File: src/rtl/riscv_mem_pkg.sv
// Shared types for the RISC-V instruction/data memory arbiter:
// port owner, arbiter FSM state and the latency-counter width.
package riscv_mem_pkg;

    localparam int unsigned LAT_W = 4;

    typedef enum logic {
        OWN_I = 1'b0,
        OWN_D = 1'b1
    } owner_t;

    typedef enum logic [1:0] {
        IDLE  = 2'd0,
        ISSUE = 2'd1,
        WAIT  = 2'd2
    } arb_state_t;

endpackage

File: src/rtl/riscv_arb_pick.sv
// Combinational winner select between fetch (I) and load/store (D).
// ARB_ROUND_ROBIN_EN: alternate on joint requests using a last-owner pointer; else D > I.
module riscv_arb_pick
    import riscv_mem_pkg::*;
(
    input  logic   clock,
    input  logic   reset,
    input  logic   i_req,
    input  logic   d_req,
    input  logic   take,
    output logic   any_c,
    output owner_t win_c
);

    assign any_c = i_req | d_req;

`ifdef ARB_ROUND_ROBIN_EN
    owner_t last;

    // Pointer records the port granted most recently; reset favours I on the first tie.
    always_ff @(posedge clock or posedge reset) begin
        if (reset) begin
            last <= OWN_D;
        end else if (take) begin
            last <= win_c;
        end
    end

    always_comb begin
        win_c = OWN_D;
        if (i_req && d_req) begin
            win_c = (last == OWN_D) ? OWN_I : OWN_D;
        end else if (i_req) begin
            win_c = OWN_I;
        end
    end
`else
    logic unused_rr;

    assign unused_rr = ^{clock, reset, take};

    always_comb begin
        win_c = OWN_D;
        if (i_req && !d_req) begin
            win_c = OWN_I;
        end
    end
`endif

endmodule

File: src/rtl/riscv_mem_arbiter.sv
// Serialises fetch (I) and load/store (D) accesses onto one fixed-latency memory.
// Optional ARB_ROUND_ROBIN_EN swaps fixed D>I priority for round-robin on joint requests.
module riscv_mem_arbiter
    import riscv_mem_pkg::*;
#(
    parameter int unsigned ADDR_W  = 64,
    parameter int unsigned DATA_W  = 64,
    parameter int unsigned MEM_LAT = 1
) (
    input  logic              clock,
    input  logic              reset,
    input  logic              i_req,
    input  logic [ADDR_W-1:0] i_addr,
    output logic              i_gnt,
    output logic              i_rvalid,
    output logic [DATA_W-1:0] i_rdata,
    input  logic              d_req,
    input  logic              d_we,
    input  logic [ADDR_W-1:0] d_addr,
    input  logic [DATA_W-1:0] d_wdata,
    output logic              d_gnt,
    output logic              d_rvalid,
    output logic [DATA_W-1:0] d_rdata,
    output logic              mem_en,
    output logic              mem_we,
    output logic [ADDR_W-1:0] mem_addr,
    output logic [DATA_W-1:0] mem_wdata,
    input  logic [DATA_W-1:0] mem_rdata
);

    localparam logic [LAT_W-1:0] LAT_LOAD = LAT_W'(MEM_LAT);
    localparam logic [LAT_W-1:0] LAT_ONE  = LAT_W'(1);

    arb_state_t       state;
    owner_t           owner;
    logic             cap_we;
    logic [LAT_W-1:0] cnt;
    logic             any_c;
    logic             take_c;
    owner_t           win_c;

    assign take_c = (state == IDLE) && any_c;

    riscv_arb_pick u_pick (
        .clock (clock),
        .reset (reset),
        .i_req (i_req),
        .d_req (d_req),
        .take  (take_c),
        .any_c (any_c),
        .win_c (win_c)
    );

    // Access sequencer: winner is captured straight into the memory-side registers so
    // gnt and mem_en appear together in the ISSUE cycle.
    always_ff @(posedge clock or posedge reset) begin
        if (reset) begin
            state     <= IDLE;
            owner     <= OWN_I;
            cap_we    <= 1'b0;
            cnt       <= '0;
            i_gnt     <= 1'b0;
            i_rvalid  <= 1'b0;
            i_rdata   <= '0;
            d_gnt     <= 1'b0;
            d_rvalid  <= 1'b0;
            d_rdata   <= '0;
            mem_en    <= 1'b0;
            mem_we    <= 1'b0;
            mem_addr  <= '0;
            mem_wdata <= '0;
        end else begin
            i_gnt    <= 1'b0;
            d_gnt    <= 1'b0;
            i_rvalid <= 1'b0;
            d_rvalid <= 1'b0;
            mem_en   <= 1'b0;
            case (state)
                IDLE: begin
                    if (any_c) begin
                        owner  <= win_c;
                        mem_en <= 1'b1;
                        state  <= ISSUE;
                        if (win_c == OWN_D) begin
                            d_gnt     <= 1'b1;
                            cap_we    <= d_we;
                            mem_we    <= d_we;
                            mem_addr  <= d_addr;
                            mem_wdata <= d_wdata;
                        end else begin
                            i_gnt    <= 1'b1;
                            cap_we   <= 1'b0;
                            mem_we   <= 1'b0;
                            mem_addr <= i_addr;
                        end
                    end
                end
                ISSUE: begin
                    mem_we <= 1'b0;
                    cnt    <= LAT_LOAD;
                    state  <= WAIT;
                end
                WAIT: begin
                    cnt <= cnt - LAT_ONE;
                    // Count of 1 marks the cycle the memory presents read data.
                    if (cnt == LAT_ONE) begin
                        state <= IDLE;
                        if (owner == OWN_D) begin
                            d_rvalid <= 1'b1;
                            if (!cap_we) begin
                                d_rdata <= mem_rdata;
                            end
                        end else begin
                            i_rvalid <= 1'b1;
                            i_rdata  <= mem_rdata;
                        end
                    end
                end
                default: begin
                    state <= IDLE;
                end
            endcase
        end
    end

endmodule

File: config.mk
export PLATFORM = sky130hd
export DESIGN_NAME = riscv_mem_arbiter
export DESIGN_NICKNAME = d
export VERILOG_FILES = /design/src/rtl/riscv_mem_pkg.sv /design/src/rtl/riscv_arb_pick.sv /design/src/rtl/riscv_mem_arbiter.sv
export SDC_FILE = /design/constraint.sdc
export NUM_CORES = 1
export LEC_CHECK = 0
export CAP_MARGIN = 20
export CORE_AREA = 2 2 206 208
export DETAILED_ROUTE_END_ITERATION = 7
export DIE_AREA = 0 0 208 210
export PLACE_DENSITY = 0.62
export SYNTH_ARGS = -nofsm -noshare
export SYNTH_HDL_FRONTEND = slang
export SYNTH_HIERARCHICAL = 1
export SYNTH_SLANG_ARGS = --single-unit
File: constraint.sdc
create_clock -name clock -period 12.3 [get_ports clock]
set_input_delay 1.23 -clock clock [delete_from_list [all_inputs] [get_ports clock]]
set_output_delay 1.23 -clock clock [all_outputs]
set_load 0.01 [all_outputs]
==> impl_metrics.json, run 1 <==
{
  "final_common_cell": "clkdlybuf4s50_1",
  "finalWirelength_um": 32700,
  "crit_fanout": 55,
  "antenna_found_initial": 0,
  "startpoint_type": "flip-flop",
  "critPathKind": "flip-flop to flip-flop",
  "cts_tree": "built",
  "setup_viol": 0,
  "tns_ns": 0,
  "async_flop_share_pct": 100,
  "post-route-period-util_pct": 25.4,
  "fillers": 3905,
  "p_leak_nw": 7.93,
  "row_count": 75,
  "reg2reg_depth": 6,
  "syn_nets": 1011,
  "dieArea_um2": 43700,
  "finalPower_mw": 4.64,
  "grt.busiest_layer": "met2",
  "boundaryPins": 523,
  "clock.fmax_ghz": 0.320,
  "wl_per_cell_um": 17.9,
  "cpPeakStageDelay_ns": 0.84,
  "slew_viol_final": 0,
  "crit_chain": "inv_1, ha_1, and4bb_4, nor2b_4, buf_4, mux2_2",
  "place_congestion": 0.774,
  "grt_max_degree": 149,
  "antennaDiodeCount": 0,
  "syn_inst": 745,
  "drv_cap": 0,
  "ctsLongestPathBuffers": 3,
  "syn_to_final_growth_pct": 58.8,
  "tightest_slew_ns": 1.05,
  "gr-usage-met1_pct": 18.3,
  "avgSynthCellArea_um2": 15.1,
  "grt_pass1_wl_um": 50000,
  "ctsResizeCount": 0,
  "numClockSinks": 270,
  "synth_ff_type": "dfrtp_1",
  "final_cell_mix": "clkdlybuf4s50_1, dfrtp_1, mux2_4",
  "clkTransAtPathRegs_ns": 0.06,
  "skew_ns": 0.0166,
  "ant_nets": 0,
  "drive_gt1_share_pct": 19.7,
  "cp_data_arrival_time_ns": 3.56,
  "crit_path_end_kind": "flip-flop",
  "relSlewSlack_pct": 29.8,
  "ys_seq_elements": 270,
  "cts.hold.buffers_added": 0,
  "track_usage_pct": 14.5,
  "required_ns": 12.73,
  "rsz0062_at_grt": "no",
  "cts-root-buf": "clkbuf_16",
  "use_met2_pct": 24.4,
  "final.min_clock_period_ns": 3.13,
  "hold-path-cell-count": 2,
  "pwr_density_cell_nw_per_um2": 260,
  "peakVddDrop_uv": 144,
  "synth.distinct_cells": 31,
  "drt_iter0_drc": 330,
  "firstDrtPassIters": 4,
  "crit_slowest_cell": "buf_4",
  "grt_use_met3_pct": 4.42,
  "ys_warn_count": 6,
  "num_vias": 7817,
  "grt_pass1_vias": 8167,
  "grt-ovfl-total": 0,
  "outcome": "finished clean",
  "routed_via_density": 4.29,
  "htreeDepth": 1,
  "post_cts_buffers": 0,
  "cts_inserted_buffers": 31,
  "synth_edf_count": 0,
  "final_hold_viol_count": 0,
  "die_h_um": 210,
  "synthesis.area_um2": 11200,
  "initial_utilization_pct": 27.1,
  "core_region_area_um2": 41500,
  "fin_nets": 1528,
  "min_path_type": "flip-flop to flip-flop",
  "clk_latency_ns": 0.56,
  "chipWidth_um": 208,
  "ys_seq_area_share_pct": 60.1,
  "place_hpwl_um": 23900,
  "drc": 0,
  "portBuffers": 522
}
-- sequential cells by signal (all words and copies together) (netlist names), 2 cells and up --
| signal | flops |
|---|---|
| d_rdata | 64 |
| mem_wdata | 64 |
| i_rdata | 64 |
| mem_addr | 64 |
| state | 2 |
| cnt | 4 |
-- power by group --
group          internal (mW)  switching (mW)
clock                  0.543           0.369
combinational           1.33           0.826
sequential              1.34           0.244
total                   3.21            1.44
-- per-stage QoR --
| step | hold WS [ns] | cell area [um^2] | worst slack, ns | utilization (%) | cells |
|---|---|---|---|---|---|
| 4_1_cts | 0.482 | 17800 | 9.13 | 43.0 | 1824 |
| 3_5_place_dp | 0.469 | 16800 | 8.59 | 40.6 | 1768 |
| 3_3_place_gp | 0.461 | 16800 | 8.61 | 40.6 | 1768 |
| 5_1_grt | 0.511 | 17800 | 8.97 | 43.0 | 1824 |
| 2_1_floorplan | 0.465 | 11200 | 3.63 | - | 745 |
| 6_report | 0.475 | 17800 | 9.17 | 43.0 | 1824 |
-- routing by layer --
metal	part of all wire (%)	wire length, um	up-vias
met1	41	13500	3804
met5	0	0	-
met3	8.3	2730	41
li1	-	-	3632
met4	2.0	662	0
met2	48	15800	340
-- worst paths after layout --
path	from	to	slack, ns
worst min register to register	mem_addr[43]	mem_addr[43]	0.47
worst min-delay path	mem_addr[43]	mem_addr[43]	0.47
worst max-delay path	state[0]	i_rdata[48]	9.17
max in group asynchronous	reset	mem_addr[8]	9.50
worst max register to register	state[0]	i_rdata[48]	9.17
min in group asynchronous	reset	d_rdata[11]	1.22
-- cells in the mapped netlist, types with 2 or more instances --
library cell | instances | area share (%)
nor2_1 | 2 | 0.067
mux2_4 | 109 | 15
dfrtp_1 | 270 | 60
buf_12 | 11 | 2.0
and3_1 | 2 | 0.11
nor2b_1 | 3 | 0.17
mux2i_1 | 64 | 5.7
nand3_1 | 3 | 0.13
a21oi_1 | 4 | 0.18
clkbuf_1 | 15 | 0.50
nand2_1 | 66 | 2.2
inv_1 | 8 | 0.27
buf_4 | 4 | 0.27
mux2_2 | 84 | 8.4
buf_6 | 2 | 0.20
ha_1 | 5 | 0.56
o21ai_0 | 68 | 3.0
buf_2 | 12 | 0.53
-- layout make-up --
type / count / area [um^2] / area share (%)
Clock inverter: 9 / 109 / 0.610
Clock buffer: 47 / 896 / 5.02
Tap cell: 539 / 674 / 3.78
Timing Repair Buffer: 528 / 5280 / 29.6
Sequential cell: 270 / 6760 / 37.9
Multi-Input combinational cell: 423 / 4090 / 22.9
Inverter: 8 / 37.5 / 0.210
-- kinds of logic after synthesis --
| kind of cell | share of synthesized area (%) |
|---|---|
| AOI/OAI and AO/OA | 3.51 |
| adders and majority gates | 0.557 |
| buffers and inverters | 3.73 |
| DFF | 60.1 |
| muxes | 28.7 |
| and+or+nand+nor | 3.42 |
-- worst max-delay path, delay by kind of cell, from the launching register on --
kind                     cells  cell delay [ns]
adder cells (fa/ha/maj)      1             0.34
multiplexers                 1             0.42
AND/OR/NAND/NOR              2             0.81
flip-flops                   1             0.39
buffers and inverters        2             0.95
Power figures use the tool's default switching activity.
==> inputs of run 2 (changes only) <==
Clock period 12.3 ns to 2.9 ns, I/O delays scaled along.
==> impl_metrics.json, run 2 (synthesis gave the netlist of run 1 again) <==
{
  "numClockSinks": 270,
  "ctsResizeCount": 0,
  "grt_max_degree": 88,
  "crit_path_end_kind": "flip-flop",
  "min_path_type": "primary input to asynchronous set/reset pin",
  "required_ns": 3.32,
  "placed_cell_area_um2": 17000,
  "worst_slack_ns": 0.587,
  "track_usage_pct": 14.6,
  "final_cell_area_um2": 18000,
  "chipWidth_um": 208,
  "final_hold_viol_count": 0,
  "r2r_slack_ns": 0.59,
  "setup_viol": 0,
  "tightest_slew_ns": 0.584,
  "grt-ovfl-total": 0,
  "cts_tree": "built",
  "drv_cap": 0,
  "drc": 0,
  "drt_iter0_drc": 251,
  "peakVddDrop_uv": 379,
  "reg2reg_depth": 6,
  "tns_ns": 0,
  "cts-root-buf": "clkbuf_16",
  "reg2reg_from": "state[0]",
  "antenna_found_initial": 0,
  "wl_per_cell_um": 17.8,
  "drive_gt1_share_pct": 20.4,
  "row_count": 75,
  "grt_pass1_wl_um": 49800,
  "skew_ns": 0.0160,
  "boundaryPins": 523,
  "relSlewSlack_pct": 61.1,
  "syn_to_final_growth_pct": 60.4,
  "portBuffers": 522,
  "dieArea_um2": 43700,
  "grt_pass1_vias": 8352,
  "initial_utilization_pct": 27.1,
  "cts.hold.buffers_added": 0,
  "p_leak_nw": 8.01,
  "worstReg2RegEnd": "i_rdata[50]",
  "num_vias": 7875,
  "outcome": "finished clean",
  "place_congestion": 0.753,
  "pwr_density_cell_nw_per_um2": 1100,
  "clkTransAtPathRegs_ns": 0.06,
  "cp_data_arrival_time_ns": 2.73,
  "post-route-period-util_pct": 79.7,
  "startpoint_type": "flip-flop",
  "clock.fmax_ghz": 0.432,
  "firstDrtPassIters": 4,
  "die_h_um": 210,
  "place_hpwl_um": 24400,
  "final_common_cell": "clkdlybuf4s50_1",
  "critPathKind": "flip-flop to flip-flop",
  "htreeDepth": 2,
  "final.min_clock_period_ns": 2.31,
  "ctsLongestPathBuffers": 3,
  "rsz0062_at_grt": "no",
  "clk_latency_ns": 0.52,
  "ant_nets": 0,
  "fin_nets": 1539,
  "routed_via_density": 4.30,
  "finalWirelength_um": 32600,
  "slew_viol_final": 0,
  "core_region_area_um2": 41500,
  "post_cts_buffers": 0,
  "final_cell_mix": "clkdlybuf4s50_1, dfrtp_1, mux2_4",
  "crit_fanout": 65,
  "place_ws_ns": 0.619,
  "cts_inserted_buffers": 34
}
[run 2: cell count changes in the layout (fill, tap and decap cells not counted), moves of 2 or more]
cell	before	now
clkbuf_16	31	34
bufinv_16	2	0
clkbuf_1	10	6
buf_12	1	9
clkinvlp_4	1	3
[run 2: worst max-delay path by stage]
stage,start,to
floorplan,reset,cap_we
global placement,state[0],i_rdata[50]
detailed placement,state[0],i_rdata[50]
CTS,state[0],i_rdata[50]
global route,state[0],i_rdata[50]
finish,state[0],i_rdata[50]
[run 2: final cells by class]
type / instances / area (um^2)
fillers: 3830 / 23500
flip-flops and latches: 270 / 6760
repair buffers: 536 / 5440
multi-input cells: 423 / 4090
clock buffers: 46 / 956
well taps: 539 / 674
clock inverters: 9 / 72.6
inverters: 8 / 33.8
diodes: 1 / 2.50
[run 2: worst max-delay path, cell delays in order (launching register included)]
cell and delay, ns:
dfrtp_1 0.40, inv_1 0.11, ha_1 0.34, and4bb_4 0.31
nor2b_4 0.17, buf_12 0.34, mux2_2 0.40
[run 2: through the flow]
stage	power, mW	hold slack (ns)	util (%)	cells
2_1_floorplan	11.1	0.423	-	745
3_3_place_gp	15.9	0.459	41.0	1776
3_5_place_dp	16.1	0.469	41.0	1776
4_1_cts	20.1	0.0642	43.5	1831
5_1_grt	20.9	0.0930	43.5	1831
6_report	19.8	0.102	43.5	1832
[run 2: power by group]
part           switching [mW]  total (mW)  internal, mW
sequential               1.07        6.74          5.68
combinational            3.47        9.15          5.68
clock                    1.61        3.92          2.31
total                    6.15        19.8          13.7
[run 2: per-layer routing]
layer / track usage (%) / part of all wire, % / vias to the layer above
met5: 0 / 0 / -
met2: 23.9 / 47 / 364
met3: 5.20 / 8.6 / 43
li1: - / - / 3659
met1: 18.0 / 41 / 3809
met4: 4.74 / 2.6 / 0
==> patch 1, RTL diff (config.mk and constraints of run 2) <==
Change the parameter `DATA_W` from 64 to 60.
--- a/src/rtl/riscv_mem_arbiter.sv
+++ b/src/rtl/riscv_mem_arbiter.sv
@@ -4,7 +4,7 @@
     import riscv_mem_pkg::*;
 #(
     parameter int unsigned ADDR_W  = 64,
-    parameter int unsigned DATA_W  = 64,
+    parameter int unsigned DATA_W  = 60,
     parameter int unsigned MEM_LAT = 1
 ) (
     input  logic              clock,
Ports: changed (5 resized); port bits go from 523 to 503. The function was not compared with the original's and may differ.
==> patch 1 against run 2 <==
Power decreased by 5.4%; design area fell by 4.4%; global-route usage shrank 0.71 points; first-iteration DRC count is 8.8% higher; wire length down 4.0%; synthesized area down 5.9%; worst setup slack better by 0.025 ns; cell count decreased by 2.1%; sequential share of layout area barely moved; combinational power fell by 7.0%; sequential cell count down 12; clock power decreased by 3%; count of clock-buffer cells in the layout down 8; critical path type unchanged; critical endpoint is now i_rdata[49]; largest cell class unchanged.
==> patch 1: results (changes against run 2) <==
| Metric | Value |
|---|---|
| Drt initial violations | `273 (+8.8%)` |
| Placed inst area | `16,220 um2 (-4.6%)` |
| Worst Tran Pin Value | `0.5424 ns (-0.04150 ns)` |
| DRT Pass-1 Iters | `4 (unchanged)` |
| Peak supply drop | `362.0 uV (-4.6%)` |
| Mapped Nets | `977 (-3.4%)` |
| Delay-heaviest family, CP | `buffers and inverters` |
| Clk buf depth | `3 (unchanged)` |
| Area contributors post-synth | `dfrtp_1 61%, mux2_2 12%, mux2_4 8.4%, mux2i_1 6.1%, o21ai_0 3.2%` |
| Hpwl dp | `23,680 um (-2.9%)` |
| First-pass GRT wire length | `47,710 um (-4.2%)` |
| Share of layout cells above drive strength 1 | `20.10% (-0.34 points)` |
| Antenna Cells | `0 (-1)` |
| Seq/Total Area, Yosys | `61.04% (+0.93 points)` |
| Adder-cell share of the synthesized area | `0.5915% (+0.035 points)` |
| IO buf count | `502 (-3.8%)` |
| H-tree depth | `1 (-1)` |
| Gpl congestion | `0.7838 (+4.1%)` |
| Most flops, register | `mem_addr` |
| Worst-path fanout max | `61 (-6.2%)` |
| Crit path DAT | `2.73 ns (about the same)` |
| Via Count | `7,554 (-4.1%)` |
| Yosys cell types | `31 (unchanged)` |
| Largest net degree at the start of global routing | `86 (-2.3%)` |
| Top cells by count, synth | `258 x dfrtp_1, 115 x mux2_2, 68 x o21ai_0, 66 x nand2_1, 64 x mux2i_1` |
| Status | `finished clean` |
| Reported leakage power | `7.470 nW (-6.8%)` |
| Setup Buffers After CTS | `0 (unchanged)` |
| GRT Total Usage | `13.88% (-0.71 points)` |
| Final nets | `1,489 (-3.2%)` |
| Clock latency on the worst-skew pair | `0.56 ns (+0.04 ns)` |
| Worst Skew | `0.007269 ns (-0.008773 ns)` |
| Multiplexer area fraction after synthesis | `27.42% (-1.3 points)` |
| CTS Buf Count | `30 (-12%)` |
| Vias in the first global route | `8,063 (-3.5%)` |
| Post-synthesis compound-gate area fraction | `3.726% (+0.22 points)` |
| Number of flip-flops in the largest register | `64` |
| WL/cell | `17.44 um (-1.9%)` |
| Ys Warns | `6 (unchanged)` |
-- patch 1: changes by cell type after synthesis, sizes merged --
cell	change
dfrtp	-12
mux2	-12
buf	-2
-- patch 1: layout make-up --
type                            count  area, um2
Clock buffer                       38      810.8
Timing Repair Buffer              522       5288
Inverter                            8      33.78
Clock inverter                     17      196.4
Sequential cell                   258       6456
Multi-Input combinational cell    411       3766
Tap cell                          539      674.4
Fill cell                        3930      24250
-- patch 1: path summary, 6_finish.rpt --
check | start | end | slack (ns)
max | state[0] | i_rdata[49] | 0.61
min | reset | d_rdata[20] | 0.15
max reg2reg | state[0] | i_rdata[49] | 0.61
min reg2reg | mem_addr[30] | mem_addr[30] | 0.47
max in group asynchronous | reset | mem_wdata[19] | 1.91
min in group clock | d_wdata[5] | mem_wdata[5] | 0.34
-- patch 1: cell families after synthesis --
logic type	count (synthesis)
mux	245
fa+ha+maj	5
buf+inv	50
flops	258
simple gates	85
compound gates	76
-- patch 1: report_power, final --
part           switching [mW]  internal [mW]
Clock                    1.56           2.26
Sequential               1.00           5.42
Combinational            3.28           5.23
-- patch 1: stage by stage --
stage	instances	setup TNS (ns)	utilization, %	power, mW	setup WS, ns
2_1_floorplan	719	-203.72	-	10.30	-0.7896
3_3_place_gp	1738	0	39.10	14.95	0.5444
3_5_place_dp	1738	0	39.10	15.11	0.5008
4_1_cts	1793	0	41.53	19.04	0.6328
5_1_grt	1793	0	41.53	19.81	0.4967
6_report	1793	0	41.53	18.75	0.6128
-- patch 1: metal layers --
layer / GRT usage (%) / routed length [um] / up-vias / part of all wire [%]
met4: 4.084 / 675 / 0 / 2.2
met3: 4.082 / 2549 / 38 / 8.2
met5: 0 / 0 / - / 0
met2: 23.78 / 15050 / 340 / 48
met1: 16.92 / 13000 / 3645 / 42
li1: - / - / 3531 / -
==> patch 2, RTL diff (config.mk and constraints of run 2) <==
Without the edit above. Re-encode `arb_state_t` (3 states) as one-hot, 3 bits wide.
--- a/src/rtl/riscv_mem_pkg.sv
+++ b/src/rtl/riscv_mem_pkg.sv
@@ -9,10 +9,10 @@
         OWN_D = 1'b1
     } owner_t;
 
-    typedef enum logic [1:0] {
-        IDLE  = 2'd0,
-        ISSUE = 2'd1,
-        WAIT  = 2'd2
+    typedef enum logic [2:0] {
+        IDLE  = 3'b001,
+        ISSUE = 3'b010,
+        WAIT  = 3'b100
     } arb_state_t;
 
 endpackage
Function: same outputs for any inputs over 4 cycles, from zero or initial values and one cycle with reset high; so few cycles prove little.
==> patch 2 against run 2 <==
Wire length up 4.7%; global-route usage rose by 0.74 points; worst setup slack got worse by 0.048 ns; power is 7.7% lower; synthesized area shrank 3.2%; maximum frequency fell by 2.0%; sequential cell count increased by 1; synthesized cell count up 0.67%; design area fell by 0.41%; critical endpoint is now i_rdata[34]; highest routed layer unchanged.
==> patch 2: results (changes against run 2) <==
| Metric | Value |
|---|---|
| Initial antenna violation count | `3 (+3)` |
| Largest net degree at the start of global routing | `131 (+49%)` |
| Via Count | `8,005 (+1.7%)` |
| Wl on met1 | `13,940 um (+3.2%)` |
| Slowest cell on the critical path | `or4_4` |
| Gpl congestion | `0.7790 (+3.5%)` |
| Status | `finished clean` |
| Critical path's largest stage delay | `0.50 ns (+0.10 ns)` |
| WL met2 | `16,300 um (+5.7%)` |
| First-pass GRT wire length | `51,510 um (+3.4%)` |
| Mapped Nets | `1,013 (+0.20%)` |
| DR WL met3 | `3171 um (+13%)` |
| Crit path DAT | `2.77 ns (+0.04 ns)` |
| Drt initial violations | `313 (+25%)` |
| Seq/Total Area, Yosys | `62.32% (+2.2 points)` |
| Share of layout cells above drive strength 1 | `20.29% (-0.14 points)` |
| Routed wire length | `34,130 um (+4.7%)` |
| Clk buf depth | `3 (unchanged)` |
| GRT Total Usage | `15.32% (+0.74 points)` |
| Peak supply drop | `478.6 uV (+26%)` |
| Worst Skew | `0.02191 ns (+0.005872 ns)` |
| Vias in the first global route | `8,508 (+1.9%)` |
| Reported leakage power | `7.768 nW (-3.0%)` |
| Area contributors post-synth | `dfrtp_1 62%, mux2_2 15%, mux2_4 6.8%, mux2i_1 6.0%, a21oi_1 3.2%` |
| Placed inst area | `16,800 um2 (-1.2%)` |
| Final nets | `1,538 (-0.065%)` |
| Top cells by count, synth | `270 x dfrtp_1, 143 x mux2_2, 70 x nor2_1, 69 x a21oi_1, 65 x mux2i_1` |
| Hpwl dp | `25,430 um (+4.3%)` |
| Ys Warns | `6 (unchanged)` |
| CTS Buf Count | `35 (+2.9%)` |
| Max-slew headroom | `56.67% (-4.4 points)` |
## patch 2: cells by family after synthesis
kind of cell,after synthesis,synth area share [%]
mux,257,27.54
fa+ha+maj,2,0.2299
compound gates,79,3.875
flops,271,62.32
buf+inv,54,2.518
simple gates,87,3.518
## patch 2: power by group
part	internal, mW	total [mW]	switching, mW
Sequential	5.44	6.39	0.948
Combinational	4.53	7.54	3.01
Clock	2.71	4.37	1.66
Total	12.7	18.3	5.61
## patch 2: layer usage
layer | global-route usage (%) | vias up
met5 | 0 | -
met4 | 4.744 | 0
met3 | 6.079 | 43
met2 | 25.36 | 365
met1 | 18.33 | 3911
li1 | - | 3686
## patch 2: area by class of cell
class | count | area (um2)
Timing Repair Buffer | 534 | 5453
Clock inverter | 11 | 178.9
Antenna cell | 2 | 5.005
Sequential cell | 271 | 6783
Multi-Input combinational cell | 425 | 3852
Inverter | 8 | 36.28
Clock buffer | 47 | 970.9
Fill cell | 3858 | 23520
Tap cell | 539 | 674.4
## patch 2: worst paths after layout
check                             from       endpoint  depth (start not counted)  slack (ns)
max                             cnt[1]    i_rdata[34]                          6        0.54
min                              reset    d_rdata[31]                          2        0.24
max reg2reg                     cnt[1]    i_rdata[34]                          6        0.54
min reg2reg                d_rdata[19]    d_rdata[19]                          1        0.50
max in group asynchronous        reset   mem_addr[36]                          3        1.89
min in group clock         d_wdata[18]  mem_wdata[18]                          2        0.37
## patch 2: metrics by stage
step | instances | setup WS [ns]
6_report | 1837 | 0.5397
4_1_cts | 1835 | 0.5387
2_1_floorplan | 750 | -0.9706
3_5_place_dp | 1777 | 0.4238
3_3_place_gp | 1777 | 0.4647
5_1_grt | 1835 | 0.4442
